File: src/rtl/ddr_burst_ctrl_if.sv
// ddr_burst_ctrl_if: bundles the requester port, the write/read data streams,
// the status pulses and the MCB user port 0 signals of ddr_burst_ctrl.
//   slave  : the controller side (ddr_burst_ctrl)
//   master : the environment side (requester, stream endpoints, MCB)
interface ddr_burst_ctrl_if;
  localparam int unsigned AW  = 30;
  localparam int unsigned LW  = 7;
  localparam int unsigned DW  = 64;
  localparam int unsigned BLW = 6;

  // requester
  logic          req_valid;
  logic          req_write;
  logic [AW-1:0] req_addr;
  logic [LW-1:0] req_len;
  logic          req_ready;
  // write stream
  logic [DW-1:0] in_data;
  logic          in_valid;
  logic          in_ready;
  // read stream
  logic [DW-1:0] out_data;
  logic          out_valid;
  logic          out_ready;
  // status
  logic          busy;
  logic          done;
  logic          err;
  // MCB user port 0
  logic           c3_calib_done;
  logic           c3_p0_cmd_en;
  logic [2:0]     c3_p0_cmd_instr;
  logic [BLW-1:0] c3_p0_cmd_bl;
  logic [AW-1:0]  c3_p0_cmd_byte_addr;
  logic           c3_p0_wr_en;
  logic [DW-1:0]  c3_p0_wr_data;
  logic [7:0]     c3_p0_wr_mask;
  logic [LW-1:0]  c3_p0_wr_count;
  logic           c3_p0_rd_en;
  logic [DW-1:0]  c3_p0_rd_data;
  logic           c3_p0_rd_empty;

  modport slave (
    input  req_valid, req_write, req_addr, req_len,
    output req_ready,
    input  in_data, in_valid,
    output in_ready,
    output out_data, out_valid,
    input  out_ready,
    output busy, done, err,
    input  c3_calib_done,
    output c3_p0_cmd_en, c3_p0_cmd_instr, c3_p0_cmd_bl, c3_p0_cmd_byte_addr,
    output c3_p0_wr_en, c3_p0_wr_data, c3_p0_wr_mask,
    input  c3_p0_wr_count,
    output c3_p0_rd_en,
    input  c3_p0_rd_data, c3_p0_rd_empty
  );

  modport master (
    output req_valid, req_write, req_addr, req_len,
    input  req_ready,
    output in_data, in_valid,
    input  in_ready,
    input  out_data, out_valid,
    output out_ready,
    input  busy, done, err,
    output c3_calib_done,
    input  c3_p0_cmd_en, c3_p0_cmd_instr, c3_p0_cmd_bl, c3_p0_cmd_byte_addr,
    input  c3_p0_wr_en, c3_p0_wr_data, c3_p0_wr_mask,
    output c3_p0_wr_count,
    input  c3_p0_rd_en,
    output c3_p0_rd_data, c3_p0_rd_empty
  );
endinterface

File: src/rtl/ddr_burst_ctrl.sv
// ddr_burst_ctrl: turns one request (address, word count, direction) into a
// single MCB port-0 burst. Writes stream in_data straight into the MCB write
// FIFO, issue the command and wait for the FIFO to drain; reads issue the
// command and pass the MCB read FIFO (first-word-fall-through) to out_*.
// Ports:
//   clk   : system clock, shared with the MCB user port
//   reset : synchronous, active-high
//   bus   : ddr_burst_ctrl_if.slave (requester, streams, status, MCB port 0)
// Limitation: a reset mid-transfer does not flush the MCB FIFOs.
module ddr_burst_ctrl #(
  parameter int unsigned MAX_BL      = 64,
  parameter int unsigned DRAIN_GUARD = 4
) (
  input  logic            clk,
  input  logic            reset,
  ddr_burst_ctrl_if.slave bus
);
  localparam int unsigned AW  = 30;
  localparam int unsigned LW  = 7;
  localparam int unsigned BLW = 6;
  localparam int unsigned GW  = (DRAIN_GUARD < 1) ? 1 : $clog2(DRAIN_GUARD + 1);

  typedef enum logic [2:0] {
    IDLE, WR_FILL, WR_CMD, WR_DRAIN, RD_CMD, RD_DRAIN
  } state_e;

  state_e         state_q;
  logic [AW-1:0]  addr_q, addr_d;
  logic [BLW-1:0] bl_q, bl_d;
  logic [2:0]     instr_q, instr_d;
  logic [LW-1:0]  len_q, len_d;
  logic [LW-1:0]  beat_q;
  logic [GW-1:0]  guard_q;
  logic           done_q;
  logic           err_q;

  logic accept, len_bad, start;
  logic wr_beat, rd_beat, out_valid_c, last_beat, guard_met;

  assign accept  = bus.req_valid && bus.req_ready && !reset;
  assign len_bad = (bus.req_len == '0) || (32'(bus.req_len) > MAX_BL);
  assign start   = accept && !len_bad;

  // Command fields are taken from the _d side so they are already valid in the
  // acceptance cycle, which is the cycle before a read command.
  assign addr_d  = start ? (bus.req_addr & ~AW'(7)) : addr_q;
  assign bl_d    = start ? BLW'(bus.req_len - 1'b1) : bl_q;
  assign instr_d = start ? (bus.req_write ? 3'b000 : 3'b001) : instr_q;
  assign len_d   = start ? bus.req_len : len_q;

  assign wr_beat     = (state_q == WR_FILL) && bus.in_valid;
  assign out_valid_c = (state_q == RD_DRAIN) && !bus.c3_p0_rd_empty;
  assign rd_beat     = out_valid_c && bus.out_ready;
  assign last_beat   = (LW'(beat_q + 1'b1) == len_q);
  assign guard_met   = (guard_q == GW'(DRAIN_GUARD));

  // Requester / stream side
  assign bus.req_ready = (state_q == IDLE) && bus.c3_calib_done;
  assign bus.busy      = (state_q != IDLE);
  assign bus.done      = done_q;
  assign bus.err       = err_q;
  assign bus.in_ready  = (state_q == WR_FILL);
  assign bus.out_valid = out_valid_c;
  assign bus.out_data  = out_valid_c ? bus.c3_p0_rd_data : '0;

  // MCB side
  assign bus.c3_p0_cmd_en        = (state_q == WR_CMD) || (state_q == RD_CMD);
  assign bus.c3_p0_cmd_instr     = instr_d;
  assign bus.c3_p0_cmd_bl        = bl_d;
  assign bus.c3_p0_cmd_byte_addr = addr_d;
  assign bus.c3_p0_wr_en         = wr_beat;
  assign bus.c3_p0_wr_data       = wr_beat ? bus.in_data : '0;
  assign bus.c3_p0_wr_mask       = '0;
  assign bus.c3_p0_rd_en         = rd_beat;

  // Transfer FSM with its counters and status pulses
  always_ff @(posedge clk) begin
    if (reset) begin
      state_q <= IDLE;
      addr_q  <= '0;
      bl_q    <= '0;
      instr_q <= '0;
      len_q   <= '0;
      beat_q  <= '0;
      guard_q <= '0;
      done_q  <= 1'b0;
      err_q   <= 1'b0;
    end else begin
      done_q  <= 1'b0;
      err_q   <= 1'b0;
      addr_q  <= addr_d;
      bl_q    <= bl_d;
      instr_q <= instr_d;
      len_q   <= len_d;
      case (state_q)
        IDLE: begin
          if (accept) begin
            beat_q <= '0;
            if (len_bad) err_q   <= 1'b1;
            else         state_q <= bus.req_write ? WR_FILL : RD_CMD;
          end
        end
        WR_FILL: begin
          if (wr_beat) begin
            beat_q <= LW'(beat_q + 1'b1);
            if (last_beat) state_q <= WR_CMD;
          end
        end
        WR_CMD: begin
          guard_q <= '0;
          state_q <= WR_DRAIN;
        end
        // wr_count lags the command, so it is only trusted once the guard expires
        WR_DRAIN: begin
          if (!guard_met) begin
            guard_q <= GW'(guard_q + 1'b1);
          end else if (bus.c3_p0_wr_count == '0) begin
            done_q  <= 1'b1;
            state_q <= IDLE;
          end
        end
        RD_CMD: begin
          beat_q  <= '0;
          state_q <= RD_DRAIN;
        end
        RD_DRAIN: begin
          if (rd_beat) begin
            beat_q <= LW'(beat_q + 1'b1);
            if (last_beat) begin
              done_q  <= 1'b1;
              state_q <= IDLE;
            end
          end
        end
        default: state_q <= IDLE;
      endcase
    end
  end
endmodule

File: src/flat_wrapper.sv
// flat-port wrapper written by rule: the top's interface ports become plain ports
module ddr_burst_ctrl_flat 
#(
  parameter int unsigned MAX_BL      = 64,
  parameter int unsigned DRAIN_GUARD = 4
)
  (clk, reset, bus_req_valid, bus_req_write, bus_req_addr, bus_req_len, bus_req_ready, bus_in_data, bus_in_valid, bus_in_ready, bus_out_data, bus_out_valid, bus_out_ready, bus_busy, bus_done, bus_err, bus_c3_calib_done, bus_c3_p0_cmd_en, bus_c3_p0_cmd_instr, bus_c3_p0_cmd_bl, bus_c3_p0_cmd_byte_addr, bus_c3_p0_wr_en, bus_c3_p0_wr_data, bus_c3_p0_wr_mask, bus_c3_p0_wr_count, bus_c3_p0_rd_en, bus_c3_p0_rd_data, bus_c3_p0_rd_empty);
  ddr_burst_ctrl_if bus_i ();
  input  logic clk;
  input  logic reset;
  input wire logic [$bits(bus_i.req_valid)-1:0] bus_req_valid;
  input wire logic [$bits(bus_i.req_write)-1:0] bus_req_write;
  input wire logic [$bits(bus_i.req_addr)-1:0] bus_req_addr;
  input wire logic [$bits(bus_i.req_len)-1:0] bus_req_len;
  output wire logic [$bits(bus_i.req_ready)-1:0] bus_req_ready;
  input wire logic [$bits(bus_i.in_data)-1:0] bus_in_data;
  input wire logic [$bits(bus_i.in_valid)-1:0] bus_in_valid;
  output wire logic [$bits(bus_i.in_ready)-1:0] bus_in_ready;
  output wire logic [$bits(bus_i.out_data)-1:0] bus_out_data;
  output wire logic [$bits(bus_i.out_valid)-1:0] bus_out_valid;
  input wire logic [$bits(bus_i.out_ready)-1:0] bus_out_ready;
  output wire logic [$bits(bus_i.busy)-1:0] bus_busy;
  output wire logic [$bits(bus_i.done)-1:0] bus_done;
  output wire logic [$bits(bus_i.err)-1:0] bus_err;
  input wire logic [$bits(bus_i.c3_calib_done)-1:0] bus_c3_calib_done;
  output wire logic [$bits(bus_i.c3_p0_cmd_en)-1:0] bus_c3_p0_cmd_en;
  output wire logic [$bits(bus_i.c3_p0_cmd_instr)-1:0] bus_c3_p0_cmd_instr;
  output wire logic [$bits(bus_i.c3_p0_cmd_bl)-1:0] bus_c3_p0_cmd_bl;
  output wire logic [$bits(bus_i.c3_p0_cmd_byte_addr)-1:0] bus_c3_p0_cmd_byte_addr;
  output wire logic [$bits(bus_i.c3_p0_wr_en)-1:0] bus_c3_p0_wr_en;
  output wire logic [$bits(bus_i.c3_p0_wr_data)-1:0] bus_c3_p0_wr_data;
  output wire logic [$bits(bus_i.c3_p0_wr_mask)-1:0] bus_c3_p0_wr_mask;
  input wire logic [$bits(bus_i.c3_p0_wr_count)-1:0] bus_c3_p0_wr_count;
  output wire logic [$bits(bus_i.c3_p0_rd_en)-1:0] bus_c3_p0_rd_en;
  input wire logic [$bits(bus_i.c3_p0_rd_data)-1:0] bus_c3_p0_rd_data;
  input wire logic [$bits(bus_i.c3_p0_rd_empty)-1:0] bus_c3_p0_rd_empty;
  assign bus_i.req_valid = bus_req_valid;
  assign bus_i.req_write = bus_req_write;
  assign bus_i.req_addr = bus_req_addr;
  assign bus_i.req_len = bus_req_len;
  assign bus_req_ready = bus_i.req_ready;
  assign bus_i.in_data = bus_in_data;
  assign bus_i.in_valid = bus_in_valid;
  assign bus_in_ready = bus_i.in_ready;
  assign bus_out_data = bus_i.out_data;
  assign bus_out_valid = bus_i.out_valid;
  assign bus_i.out_ready = bus_out_ready;
  assign bus_busy = bus_i.busy;
  assign bus_done = bus_i.done;
  assign bus_err = bus_i.err;
  assign bus_i.c3_calib_done = bus_c3_calib_done;
  assign bus_c3_p0_cmd_en = bus_i.c3_p0_cmd_en;
  assign bus_c3_p0_cmd_instr = bus_i.c3_p0_cmd_instr;
  assign bus_c3_p0_cmd_bl = bus_i.c3_p0_cmd_bl;
  assign bus_c3_p0_cmd_byte_addr = bus_i.c3_p0_cmd_byte_addr;
  assign bus_c3_p0_wr_en = bus_i.c3_p0_wr_en;
  assign bus_c3_p0_wr_data = bus_i.c3_p0_wr_data;
  assign bus_c3_p0_wr_mask = bus_i.c3_p0_wr_mask;
  assign bus_i.c3_p0_wr_count = bus_c3_p0_wr_count;
  assign bus_c3_p0_rd_en = bus_i.c3_p0_rd_en;
  assign bus_i.c3_p0_rd_data = bus_c3_p0_rd_data;
  assign bus_i.c3_p0_rd_empty = bus_c3_p0_rd_empty;
  ddr_burst_ctrl #(.MAX_BL(MAX_BL), .DRAIN_GUARD(DRAIN_GUARD)) u_core (.clk(clk), .reset(reset), .bus(bus_i));
endmodule
File: config.mk
export PLATFORM = sky130hd
export DESIGN_NAME = ddr_burst_ctrl_flat
export DESIGN_NICKNAME = d
export VERILOG_FILES = /design/src/rtl/ddr_burst_ctrl_if.sv /design/src/rtl/ddr_burst_ctrl.sv /design/src/flat_wrapper.sv
export SDC_FILE = /design/constraint.sdc
export NUM_CORES = 1
export LEC_CHECK = 0
export CAP_MARGIN = 20
export CORE_AREA = 10 10 134 136
export CTS_BUF_LIST = sky130_fd_sc_hd__clkbuf_4 sky130_fd_sc_hd__clkbuf_8
export CTS_CLUSTER_DIAMETER = 50
export DETAILED_ROUTE_END_ITERATION = 10
export DIE_AREA = 0 0 144 146
export GPL_ROUTABILITY_DRIVEN = 0
export PLACE_DENSITY = 0.79
export SETUP_SLACK_MARGIN = 0.2
export SKIP_LAST_GASP = 1
export SYNTH_ARGS = -nofsm -noshare
export SYNTH_HDL_FRONTEND = slang
export SYNTH_SLANG_ARGS = --single-unit
File: constraint.sdc
create_clock -name clk -period 4.35 [get_ports clk]
set_clock_uncertainty 0.2 [all_clocks]
set_input_delay 0.87 -clock clk [delete_from_list [all_inputs] [get_ports clk]]
set_output_delay 0.87 -clock clk [all_outputs]
set_load 0.1 [all_outputs]
==> impl_summary.md <==
Logic synthesis
A synthesized cell averages 8.271 sq um. After synthesis, flip-flops and latches occupy 30.57% of the total area. The synthesized netlist contains 51 unique library cells. The number of synthesized register bits is 61. Summing every instance area after synthesis gives 3995 sq um. Synthesis produced a netlist whose cell count is 483. In the post-synthesis netlist, the biggest area contributors are dfxtp_1 31%, and2_1 11%, and3_1 10%, nor2b_1 6.1%, mux2_2 5.1%.

The synthesized design spends more area on one cell type than any other, namely dfxtp_1. The most common flop cell mapped by yosys is dfxtp_1. The warning count from the yosys run is 0.

After synthesis, the largest area contributor takes up 30.57% of total cell area. Ranked by instance count, the synthesized netlist is headed by 72 x and2_1, 66 x and3_1, 61 x dfxtp_1. The most common cell in the synthesized netlist is and2_1. In this run, synthesis inferred 0 flip-flops with an integrated enable. The fraction of registers with async set or reset after synthesis is 0%.

Placed design
Input and output buffers added on the ports amount to 352. Before CTS, the worst setup slack after placement is -89.48 ps. Summed over all nets, the half-perimeter wirelength after detailed placement is 20600 microns.

Power
The post-route total power is 3.399 mW. Summed over all cells, the static leakage comes to 4.230 nW. The power density of the placed cells is 337.6 nW/um^2. The worst-case IR drop observed on VDD is 0.2381 mV.

Timing
Measured against its own limit, the worst slew margin works out to 31.59%. The max-slew violation count is 0. In the final timing run, aggregate negative setup slack is 0 ps. Derived from the worst setup path, the maximum achievable clock frequency is 0.2425 GHz.

The total count of hold-check failures in the final report is 0. The post-layout worst setup margin is 227.1 ps. The minimum clock period is 4123 ps. Dividing the final minimum period by the clock period gives 94.78%. On the final layout, the worst hold slack is 269.6 ps. At the pin with the least slew margin, the transition time is 1023 ps. Setup violations remaining at the end of the flow were counted as 0. Setup repair after global routing could not meet its margin everywhere.

Setup path
The launching element type of the critical path is a primary input. In this run the worst setup path terminates at bus_c3_p0_cmd_bl[0]. The startpoint identified for the worst register-to-register timing path is u_core.state_q[0]. In this run the worst path has a maximum fanout of 2. STA puts the critical path data required time at 3280 ps.

The type of the setup path with the least slack is in -> out. The sort of element at the end of the critical path is a primary output. The number of cells on the worst reg-to-reg path is 8. The terminus of the critical flop-to-flop path is u_core.addr_q[14]. The flop-to-flop setup slack is 1710 ps. The critical path arrival is 3050 ps.

The worst setup path startpoint is bus_req_len[0].

Layout
The synthesis-to-layout area growth is 152.0%. The ratio of cells with drive above 1 in the final layout is 34.27%. The net count of the finished layout is 1037.

Routing
The count of vias placed by the detailed router is 5035. The number of DRC violations after detailed-routing iteration 0 is 389. The number of design rule violations left after detail routing is 0. After detailed routing, the total wire length is 25180 microns. The count of nets left with antenna violations once routing finished came out at 0.

The number of detailed-routing iterations run before antenna repair is 6. Using the TritonRoute via totals, the vias-per-cell ratio works out to 4.791. The routed length per placed instance is 23.96 microns.

GRT
The largest net degree at the start of global routing is 63. The wire length of the first global-routing pass is 36020 microns. The aggregate global routing overflow is 0.

The number of antenna violations at the first check in global routing is 3. Across every metal layer, demand over resource in global routing totals 23.14%. The number of global-route vias before repair is 5227.

Clock tree
The count of clock tree sinks is 61. After clock tree synthesis, the flow added hold-fix buffers numbering 0. The clock-pin slew of the registers on the worst-case setup and hold paths is 80 ps.

The source-to-sink clock delay at the later pin of the worst-skew pair is 340 ps. The clock passes through at most 2 buffers. The H-tree level count is 3. The master cell of the clock root buffer is clkbuf_8. The clock tree from TritonCTS is done. In this run, CTS created clock tree buffers numbering 9.

Die
From left edge to right edge, the die measures 144 microns. The floorplan die height is 146 microns. In this run the core area contains 46 standard-cell rows. The die outline area is 21020 sq um.

364 I/O pins were placed. The initial cell density of the core is 25.80%. The core region is 15480 sq um.

Min path
The min-delay analysis places its worst path in the category reg -> reg.

Outcome
The run finished with clean final reports.

Run
The max-capacitance violation count is 0.
cells in the final DEF, fill, tap and decap left out, types with 6 or more instances in the layout:
cell,netlist,final
nand3b_1,6,6
conb_1,1,8
nor2_1,24,23
dfxtp_1,61,61
mux2_2,18,8
clkdlybuf4s50_1,0,172
nand2_1,11,11
xnor2_1,6,6
nor2b_1,39,37
and3_1,66,66
o21ai_0,13,13
a21oi_1,18,14
buf_12,0,174
clkbuf_8,0,9
nand2b_1,11,11
and2_1,72,72
nand3_1,7,7
buf_4,8,40
mux2_4,6,20
inv_1,8,6
stage by stage:
step                cells  instance area (sq um)  util [%]
global placement     1009                   9500     61.36
floorplan             490                   4081         -
detailed placement   1009                   9500     61.36
global route         1050                  10070     65.02
CTS                  1047                  10020     64.72
finish               1051                  10070     65.03
flip-flops by register name, summed over array words and instances (netlist names):
signal and count:
u_core.addr_q 30, u_core.beat_q 7, u_core.bl_q 6, u_core.bus.done 1
u_core.bus.err 1, u_core.guard_q 3, u_core.instr_q 3, u_core.len_q 7
u_core.state_q 3
worst min-delay path by stage:
| stage | cells after the start | to | from |
|---|---|---|---|
| finish | 1 | u_core.instr_q[2] | u_core.instr_q[2] |
| detailed placement | 1 | u_core.instr_q[1] | u_core.instr_q[1] |
| global placement | 1 | u_core.instr_q[1] | u_core.instr_q[1] |
| CTS | 1 | u_core.instr_q[1] | u_core.instr_q[1] |
| global route | 1 | u_core.addr_q[1] | u_core.addr_q[1] |
| floorplan | 1 | u_core.addr_q[0] | u_core.addr_q[0] |
worst max-delay path: stages:
cell and delay (ps):
buf_6 90, inv_4 30, buf_4 120, buf_4 120, buf_4 120, buf_4 130, buf_4 120, buf_4 120
buf_4 120, buf_4 130, buf_4 130, buf_4 130, buf_4 120, buf_4 120, buf_4 130, mux2_4 270
buf_12 170
cell type report:
cell class / count / area (sq um)
Timing Repair Buffer: 401 / 5714
Tap cell: 192 / 240.2
Sequential cell: 61 / 1221
Clock buffer: 9 / 123.9
Multi-Input combinational cell: 372 / 2661
Fill cell: 1146 / 5414
Inverter: 8 / 32.53
Antenna cell: 1 / 2.502
Clock inverter: 7 / 72.57
timing repair:
| action | CTS | global route |
|---|---|---|
| setup buffers | 19 | 3 |
| cloned | 3 | 0 |
| endpoints found under the hold margin | 0 | 0 |
| gates resized for setup | 41 | 8 |
| endpoints found under the setup margin | 37 | 38 |
| pin swaps | 3 | 2 |
cell families after synthesis:
kind of cell	count (synthesis)	synth area share (%)
buffers and inverters	57	7.360
muxes	32	9.458
and+or+nand+nor	257	38.68
xor gates and xnor gates	11	2.411
DFF	61	30.57
adders and majority gates	4	1.253
other	1	0.09387
AOI/OAI and AO/OA	60	10.18
metal layers:
layer / part of all wire [%] / vias to the layer above / GRT usage, % / wire (microns)
met5: 0.14 / - / 0 / 34
met4: 3.2 / 4 / 8.069 / 807
met3: 8.5 / 36 / 7.637 / 2135
met2: 54 / 248 / 41.68 / 13500
met1: 35 / 2382 / 24.27 / 8704
li1: - / 2365 / - / -
power by group:
group / internal [mW] / switching (mW)
clock: 0.267 / 0.248
sequential: 0.586 / 0.0349
combinational: 0.803 / 1.46
total: 1.65 / 1.74
Power figures use the tool's default switching activity.
